<file path="src/rtl/common_dffcam_lookup_alloc.sv">
// Lookup-or-allocate front-end for a DFF CAM: hit returns the matching index, miss writes a victim.
// Optional COMMON_DFFCAM_LOOKUP_ALLOC_FREE_FIRST_EN: shadow valid map, victim = lowest free entry.
//
// state  | meaning
// IDLE   | ready for a key; invalidates accepted
// LOOKUP | CAM queried with key_q; miss writes victim entry
// RESP   | response held until rsp_ready; invalidates accepted
module common_dffcam_lookup_alloc #(
  parameter int  CAM_DEPTH = 8,
  parameter int  CAM_WIDTH = 16,
  localparam int AW        = $clog2(CAM_DEPTH)
) (
  input  logic                 clk,
  input  logic                 reset,
  input  logic                 req_valid,
  output logic                 req_ready,
  input  logic [CAM_WIDTH-1:0] req_key,
  output logic                 rsp_valid,
  input  logic                 rsp_ready,
  output logic [AW-1:0]        rsp_idx,
  output logic                 rsp_hit,
  input  logic                 inv_valid,
  output logic                 inv_ready,
  input  logic [AW-1:0]        inv_idx,
  output logic [AW-1:0]        cam_addr,
  output logic                 cam_en,
  output logic                 cam_we,
  output logic [CAM_WIDTH-1:0] cam_din,
  output logic                 cam_din_valid,
  output logic [CAM_WIDTH-1:0] cam_qdata,
  input  logic [AW-1:0]        cam_qaddr,
  input  logic                 cam_qvalid
);

  localparam logic [1:0] ST_IDLE   = 2'd0;
  localparam logic [1:0] ST_LOOKUP = 2'd1;
  localparam logic [1:0] ST_RESP   = 2'd2;

  logic [1:0]           state_q, state_d;
  logic [CAM_WIDTH-1:0] key_q, key_d;
  logic [AW-1:0]        victim_q, victim_d;
  logic [AW-1:0]        rsp_idx_q, rsp_idx_d;
  logic                 rsp_hit_q, rsp_hit_d;

  logic          req_fire;
  logic          inv_fire;
  logic          inv_in_range;
  logic          lookup_miss;
  logic          victim_adv;
  logic [AW-1:0] alloc_idx;
  logic [AW-1:0] victim_next;

  assign req_ready = (state_q == ST_IDLE);
  assign inv_ready = (state_q != ST_LOOKUP);
  assign rsp_valid = (state_q == ST_RESP);
  assign rsp_idx   = rsp_idx_q;
  assign rsp_hit   = rsp_hit_q;
  assign cam_qdata = key_q;

  assign req_fire     = req_valid & req_ready;
  // Gated by reset so no CAM write can slip out while reset is held.
  assign inv_fire     = inv_valid & inv_ready & reset;
  assign inv_in_range = (int'(inv_idx) < CAM_DEPTH);
  assign lookup_miss  = (state_q == ST_LOOKUP) & ~cam_qvalid;
  assign victim_next  = (victim_q == AW'(CAM_DEPTH - 1)) ? '0 : victim_q + AW'(1);

`ifdef COMMON_DFFCAM_LOOKUP_ALLOC_FREE_FIRST_EN
  logic [CAM_DEPTH-1:0] vmap_q, vmap_d;
  logic                 free_found;
  logic [AW-1:0]        free_idx;

  always_comb begin
    free_found = 1'b0;
    free_idx   = '0;
    for (int i = CAM_DEPTH - 1; i >= 0; i--) begin
      if (!vmap_q[i]) begin
        free_found = 1'b1;
        free_idx   = AW'(i);
      end
    end
  end

  assign alloc_idx  = free_found ? free_idx : victim_q;
  // Round-robin pointer only moves when the table is full.
  assign victim_adv = lookup_miss & ~free_found;

  always_comb begin
    vmap_d = vmap_q;
    for (int i = 0; i < CAM_DEPTH; i++) begin
      if (lookup_miss && alloc_idx == AW'(i)) begin
        vmap_d[i] = 1'b1;
      end
      if (inv_fire && inv_in_range && inv_idx == AW'(i)) begin
        vmap_d[i] = 1'b0;
      end
    end
  end

  always_ff @(posedge clk or negedge reset) begin
    if (!reset) begin
      vmap_q <= '0;
    end else begin
      vmap_q <= vmap_d;
    end
  end
`else
  assign alloc_idx  = victim_q;
  assign victim_adv = lookup_miss;
`endif

  always_comb begin
    state_d   = state_q;
    key_d     = key_q;
    rsp_idx_d = rsp_idx_q;
    rsp_hit_d = rsp_hit_q;
    victim_d  = victim_adv ? victim_next : victim_q;
    case (state_q)
      ST_IDLE: begin
        if (req_fire) begin
          key_d   = req_key;
          state_d = ST_LOOKUP;
        end
      end
      ST_LOOKUP: begin
        if (cam_qvalid) begin
          rsp_idx_d = cam_qaddr;
          rsp_hit_d = 1'b1;
        end else begin
          rsp_idx_d = alloc_idx;
          rsp_hit_d = 1'b0;
        end
        state_d = ST_RESP;
      end
      ST_RESP: begin
        if (rsp_ready) begin
          state_d = ST_IDLE;
        end
      end
      default: state_d = ST_IDLE;
    endcase
  end

  // Invalidates are never accepted in LOOKUP, so the two writers never collide.
  always_comb begin
    cam_en        = 1'b0;
    cam_we        = 1'b0;
    cam_addr      = '0;
    cam_din       = '0;
    cam_din_valid = 1'b0;
    if (lookup_miss) begin
      cam_en        = 1'b1;
      cam_we        = 1'b1;
      cam_addr      = alloc_idx;
      cam_din       = key_q;
      cam_din_valid = 1'b1;
    end else if (inv_fire && inv_in_range) begin
      cam_en   = 1'b1;
      cam_we   = 1'b1;
      cam_addr = inv_idx;
    end
  end

  always_ff @(posedge clk or negedge reset) begin
    if (!reset) begin
      state_q   <= ST_IDLE;
      key_q     <= '0;
      victim_q  <= '0;
      rsp_idx_q <= '0;
      rsp_hit_q <= 1'b0;
    end else begin
      state_q   <= state_d;
      key_q     <= key_d;
      victim_q  <= victim_d;
      rsp_idx_q <= rsp_idx_d;
      rsp_hit_q <= rsp_hit_d;
    end
  end

endmodule

</file>
<file path="config.mk">
export PLATFORM = sky130hd
export DESIGN_NAME = common_dffcam_lookup_alloc
export DESIGN_NICKNAME = d
export VERILOG_FILES = /design/src/rtl/common_dffcam_lookup_alloc.sv
export SDC_FILE = /design/constraint.sdc
export NUM_CORES = 1
export LEC_CHECK = 0
export CAP_MARGIN = 5
export CELL_PAD_IN_SITES_DETAIL_PLACEMENT = 1
export CELL_PAD_IN_SITES_GLOBAL_PLACEMENT = 2
export CORE_ASPECT_RATIO = 1.4
export CORE_MARGIN = 3
export CORE_UTILIZATION = 24
export CTS_CLUSTER_DIAMETER = 80
export DETAILED_ROUTE_END_ITERATION = 8
export PLACE_DENSITY_LB_ADDON = 0.1
export SKIP_CTS_REPAIR_TIMING = 1
export SYNTH_ARGS = -nofsm -noshare
export SYNTH_HDL_FRONTEND = slang
export SYNTH_SLANG_ARGS = --single-unit
</file>
<file path="constraint.sdc">
create_clock -name clk -period 3.1 [get_ports clk]
set_input_delay 0.62 -clock clk [delete_from_list [all_inputs] [get_ports clk]]
set_output_delay 0.62 -clock clk [all_outputs]
set_load 0.05 [all_outputs]
</file>
# Word level (Yosys, flattened, before mapping)
# Cells that the tools add are included.
# word_totals
reg_bits,25
input_bits,28
out_inout_bits,45
elab_cells,32
# classes
add_sub_neg,1
n_eq_ne,6
mux,12
bitwise_logic,5
reduce_logical,3
# op_table
op,n
two-way mux 16 bit,1
two-way mux 3 bit,4
inequality test 2 x 1 -> 1 bit (second input constant),3
one-hot mux 2 bit (3 select lines),1
AND 1 bit,4
two-way mux 1 bit,4
two-way mux 2 bit,2
AND reduction 2 bit,2
adder 3 x 1 -> 3 bit (second input constant),1
== test 3 bit (second input constant),1
== test 2 x 1 -> 1 bit (second input constant),1
== test 2 bit (second input constant),1
logical NOT 2 bit,1
inverter 1 bit,1

# Logic depth before layout (Yosys ltp)
# depth
word_depth,5
ltp_mapped,4
depth_no_buf,4

# Worst setup path before layout
# No wires, ideal clock.
# synth_path
kind,input-to-output
start,in cam_qvalid
end,out cam_we
arrival_time_ns,1.949
required_time_ns,2.480
path_slack_ns,0.531
cell_stages,4
path_buffers,2
path_cell_list,nor3b_4 buf_2 a21o_1 buf_4
# synth_via
elab_chain_cells,3
# synth_lines
item,line_no,source
from (decl),32,input logic cam_qvalid
inverter 1 bit,64,assign lookup_miss = (state_q == ST_LOOKUP) & ~cam_qvalid;
AND 1 bit,64,
two-way mux 1 bit,--,
to (decl),27,"output logic cam_we,"
# Every way passes these cells.

# Final worst setup path
# layout_path
start,in cam_qvalid
end,out cam_we
# layout_via
elab_chain_cells,3
# layout_lines
item,line_no,source
inverter 1 bit,64,
AND 1 bit,64,
two-way mux 1 bit,150,if (lookup_miss) begin
# Every way passes these cells.

==> flow_results.org <==
** Power
- Switching power as a share of total power :: 48.6%
- The share of total power dissipated in sequential elements is 25.0%.
- Pleak :: 0.000965 uW
- Internal power summed over all cells :: 1300 uW
- Power spread over the standard cell area amounts to 1110 nW/um^2.
- Power Total :: 2530 uW
- Across the VDD grid, the largest voltage drop is 420 uV.
- The clock network is responsible for 7.4% of the overall power.
- In this run, the combinational gates consume 67.6% of the power.
- In this run the power spent charging and discharging nets is 1230 uW.

** Placed design
- RD Place Congestion :: 0.674
- Count of buffers inserted at the top-level ports :: 72
- Detailed placer's ending HPWL :: 2910 um

** Global route
- The first global-routing pass estimated 5920 um of wire.
- For this run the aggregate overflow at the end of global routing stands at 0.
- Entering global routing, the biggest net connects 26 pins.
- Vias in the first global route :: 1108
- Global routing used 13.1% of the available tracks across all layers.
- Number of antenna violations at the first check in global routing :: 0

** Worst hold path
- In this run the worst hold path is classified as reg -> reg.

** Critical path
- Peak per-stage delay on the critical path :: 0.51 ns
- For this design, the slowest cell found on the critical path is sky130_fd_sc_hd__clkdlybuf4s50_1.
- Together, buffers and inverters on the worst path number 3.
- Grouping stages by cell kind, the critical path spends the most delay in buffers and inverters.
- Worst EP required :: 2.48 ns
- Critical path type :: in -> out
- Arrival time at the worst endpoint :: 2.04 ns
- Kind of start point of the critical path :: primary input
- Max FO, Critical Path :: 25
- Series of cell instances along the critical path :: clkdlybuf4s50_1 -> nor3b_4 -> buf_4 -> a21o_1 -> buf_12
- Type of element capturing the critical path :: output port

** STA
- Final critical-path required period :: 2.66 ns
- After layout, the worst path uses 85.9% of the clock period.
- In this run the tightest slew margin relative to its limit is 65.7%.
- Clock Skew :: 0.00305 ns
- Final-report hold violation count :: 0
- For the pin with the worst max-slew slack, the measured transition is 0.513 ns.
- The max-slew violation total from the final report came to 0.
- Setup repair after global routing missed its margin :: false
- Setup tns final :: 0 ns
- Setup violations remaining at the end of the flow were counted as 0.
- Static timing analysis puts the maximum clock frequency at 0.376 GHz.

** Floorplanning
- The die covers 6030 sq um.
- The die is 90.7 um tall.
- In this run the count of I/O pins placed on the die edge is 73.
- In this run the core area contains 30 standard-cell rows.
- Core outline area :: 4880 sq um
- For this configuration, the core starts out at a cell density of 25.2%.
- Die extent in x :: 66.5 um

** Cells and area
- Of the cells placed in the final design, the portion with a size suffix greater than 1 is 34.4%.
- Nets :: 194
- The repair_antennas step left the layout with diodes totalling 0.
- Signed area change from the synthesized netlist to the final layout :: 85.7%

** Clock tree
- In this run the clock root is driven by a sky130_fd_sc_hd__clkbuf_8.
- CTS built an H-tree with a depth of 1.
- Clock tree synthesis inserted a total of 3 buffers.
- Clock-pin slew was measured on the worst setup and hold paths at 0.08 ns.
- Clock tree from TritonCTS :: built
- At the later pin of the worst-skew pair, clock insertion delay measures 0.26 ns.
- No sink is reached through more buffers than the 2 on the longest clock path.
- Clock tree sinks :: 25

** Drt
- Pre-antenna DRT Iters :: 3
- For this run, design rule violations remaining after detail routing come to 0.
- Drt via density :: 4.30
- Post-route antenna net violation count :: 0
- Routed WL :: 3730 um
- For this block, the initial DRC count from the detailed router was 35.
- Across all layers, the routed design uses 977 vias.
- In the final routed layout, each cell accounts on average for 16.4 um.

** Logic synthesis
- Portion of the post-synthesis area used by sequential elements :: 50.9%
- Mean post-synth cell area :: 14.0 sq um
- Mapped Cells :: 88
- Netlist area before placement :: 1230 sq um
- Net count after synthesis :: 118
- Count of state elements after synthesis :: 25
- Total number of yosys warnings :: 0
- Post-synthesis cell type count :: 19

** Job
- The tool flagged a number of max-cap violations equal to 0.

** Status
- The run finished with clean final reports.
## layout make-up
class / count / area [sq um]
timing repair buffer: 76 / 971
tap: 64 / 80.1
fill: 504 / 2600
multi-input combinational: 56 / 553
sequential: 25 / 626
inverter: 2 / 7.51
clock buffer: 4 / 45.0
## synthesized netlist by cell type
| master | number | share of area (%) |
|---|---|---|
| sky130_fd_sc_hd__buf_4 | 1 | 0.61 |
| sky130_fd_sc_hd__nand2b_1 | 1 | 0.51 |
| sky130_fd_sc_hd__buf_12 | 1 | 1.6 |
| sky130_fd_sc_hd__nor2_1 | 2 | 0.61 |
| sky130_fd_sc_hd__dfrtp_1 | 25 | 51 |
| sky130_fd_sc_hd__and2_1 | 16 | 8.1 |
| sky130_fd_sc_hd__or2b_1 | 1 | 0.61 |
| sky130_fd_sc_hd__buf_2 | 2 | 0.81 |
| sky130_fd_sc_hd__mux2_2 | 16 | 15 |
| sky130_fd_sc_hd__clkbuf_2 | 1 | 0.41 |
| sky130_fd_sc_hd__and2_0 | 1 | 0.51 |
| sky130_fd_sc_hd__o21ai_0 | 1 | 0.41 |
| sky130_fd_sc_hd__ha_1 | 2 | 2.0 |
| sky130_fd_sc_hd__mux2_4 | 9 | 11 |
| sky130_fd_sc_hd__a21o_1 | 1 | 0.61 |
| sky130_fd_sc_hd__a32o_1 | 3 | 2.4 |
| sky130_fd_sc_hd__inv_1 | 2 | 0.61 |
| sky130_fd_sc_hd__a21oi_1 | 1 | 0.41 |
| sky130_fd_sc_hd__nor3b_4 | 2 | 3.1 |
## registers in the layout, indices dropped and copies added (netlist names)
name,flops
cam_qdata,16
state_q,2
rsp_hit,1
rsp_idx,3
alloc_idx,3
## path summary, 6_finish.rpt
kind / startpoint / endpoint / slack, ns / depth (start not counted)
min reg2reg: rsp_hit / rsp_hit / 0.52 / 2
max reg2reg: state_q[1] / alloc_idx[0] / 1.64 / 3
min in group asynchronous: reset / rsp_idx[1] / 0.83 / 2
min: rsp_hit / rsp_hit / 0.52 / 2
max: cam_qvalid / cam_we / 0.44 / 5
max in group asynchronous: reset / cam_qdata[8] / 2.02 / 2
## per-layer routing
| metal | vias up | part of all wire (%) | global-route usage (%) |
|---|---|---|---|
| li1 | 449 | - | - |
| met1 | 482 | 34 | 13.2 |
| met3 | 4 | 7.7 | 3.74 |
| met4 | 0 | 1.8 | 5.59 |
| met2 | 42 | 56 | 23.9 |
| met5 | - | 0 | 0 |
## logic make-up after synthesis
logic type	count (synthesis)	synth area share, %
AO/OA/AOI/OAI	6	3.87
flip-flops	25	50.9
multiplexers	25	25.7
adder cells (fa/ha/maj)	2	2.04
buffers and inverters	7	4.07
AND/OR/NAND/NOR	23	13.4
## power by group through the flow
stage / logic [uW] / clock network [uW] / registers [uW]
finish: 1710 / 189 / 633
global route: 1790 / 218 / 664
CTS: 1740 / 205 / 638
detailed placement: 1730 / 0 / 641
global placement: 1710 / 0 / 627
floorplan: 623 / 0 / 1080
## worst reg2reg max path, stage by stage (launching register included)
cell	delay (ns)
sky130_fd_sc_hd__dfrtp_1	0.47
sky130_fd_sc_hd__nor3b_4	0.21
sky130_fd_sc_hd__buf_4	0.30
sky130_fd_sc_hd__mux2_2	0.37
## per-stage QoR
step	cell area, sq um	util (%)	std cells	hold slack (ns)	setup WS [ns]
final	2280	46.8	227	0.517	0.438
after global routing	2280	46.8	227	0.542	0.368
after CTS	2280	46.8	227	0.525	0.424
after detailed placement	2240	45.8	223	0.503	0.437
after global placement	2240	45.8	223	0.489	0.488
after floorplan	1230	-	88	0.324	0.531
## cell usage in the layout, fill, tap and decap left out, types with 2 or more instances in the layout
master and instances:
sky130_fd_sc_hd__dfrtp_1 25, sky130_fd_sc_hd__clkdlybuf4s50_1 50, sky130_fd_sc_hd__mux2_4 9, sky130_fd_sc_hd__a32o_1 3, sky130_fd_sc_hd__nor3b_4 2, sky130_fd_sc_hd__buf_4 4
sky130_fd_sc_hd__clkbuf_8 3, sky130_fd_sc_hd__inv_1 2, sky130_fd_sc_hd__ha_1 2, sky130_fd_sc_hd__mux2_2 16, sky130_fd_sc_hd__nor2_1 2, sky130_fd_sc_hd__buf_12 22
sky130_fd_sc_hd__and2_1 16
(Power assumes the default switching activity.)
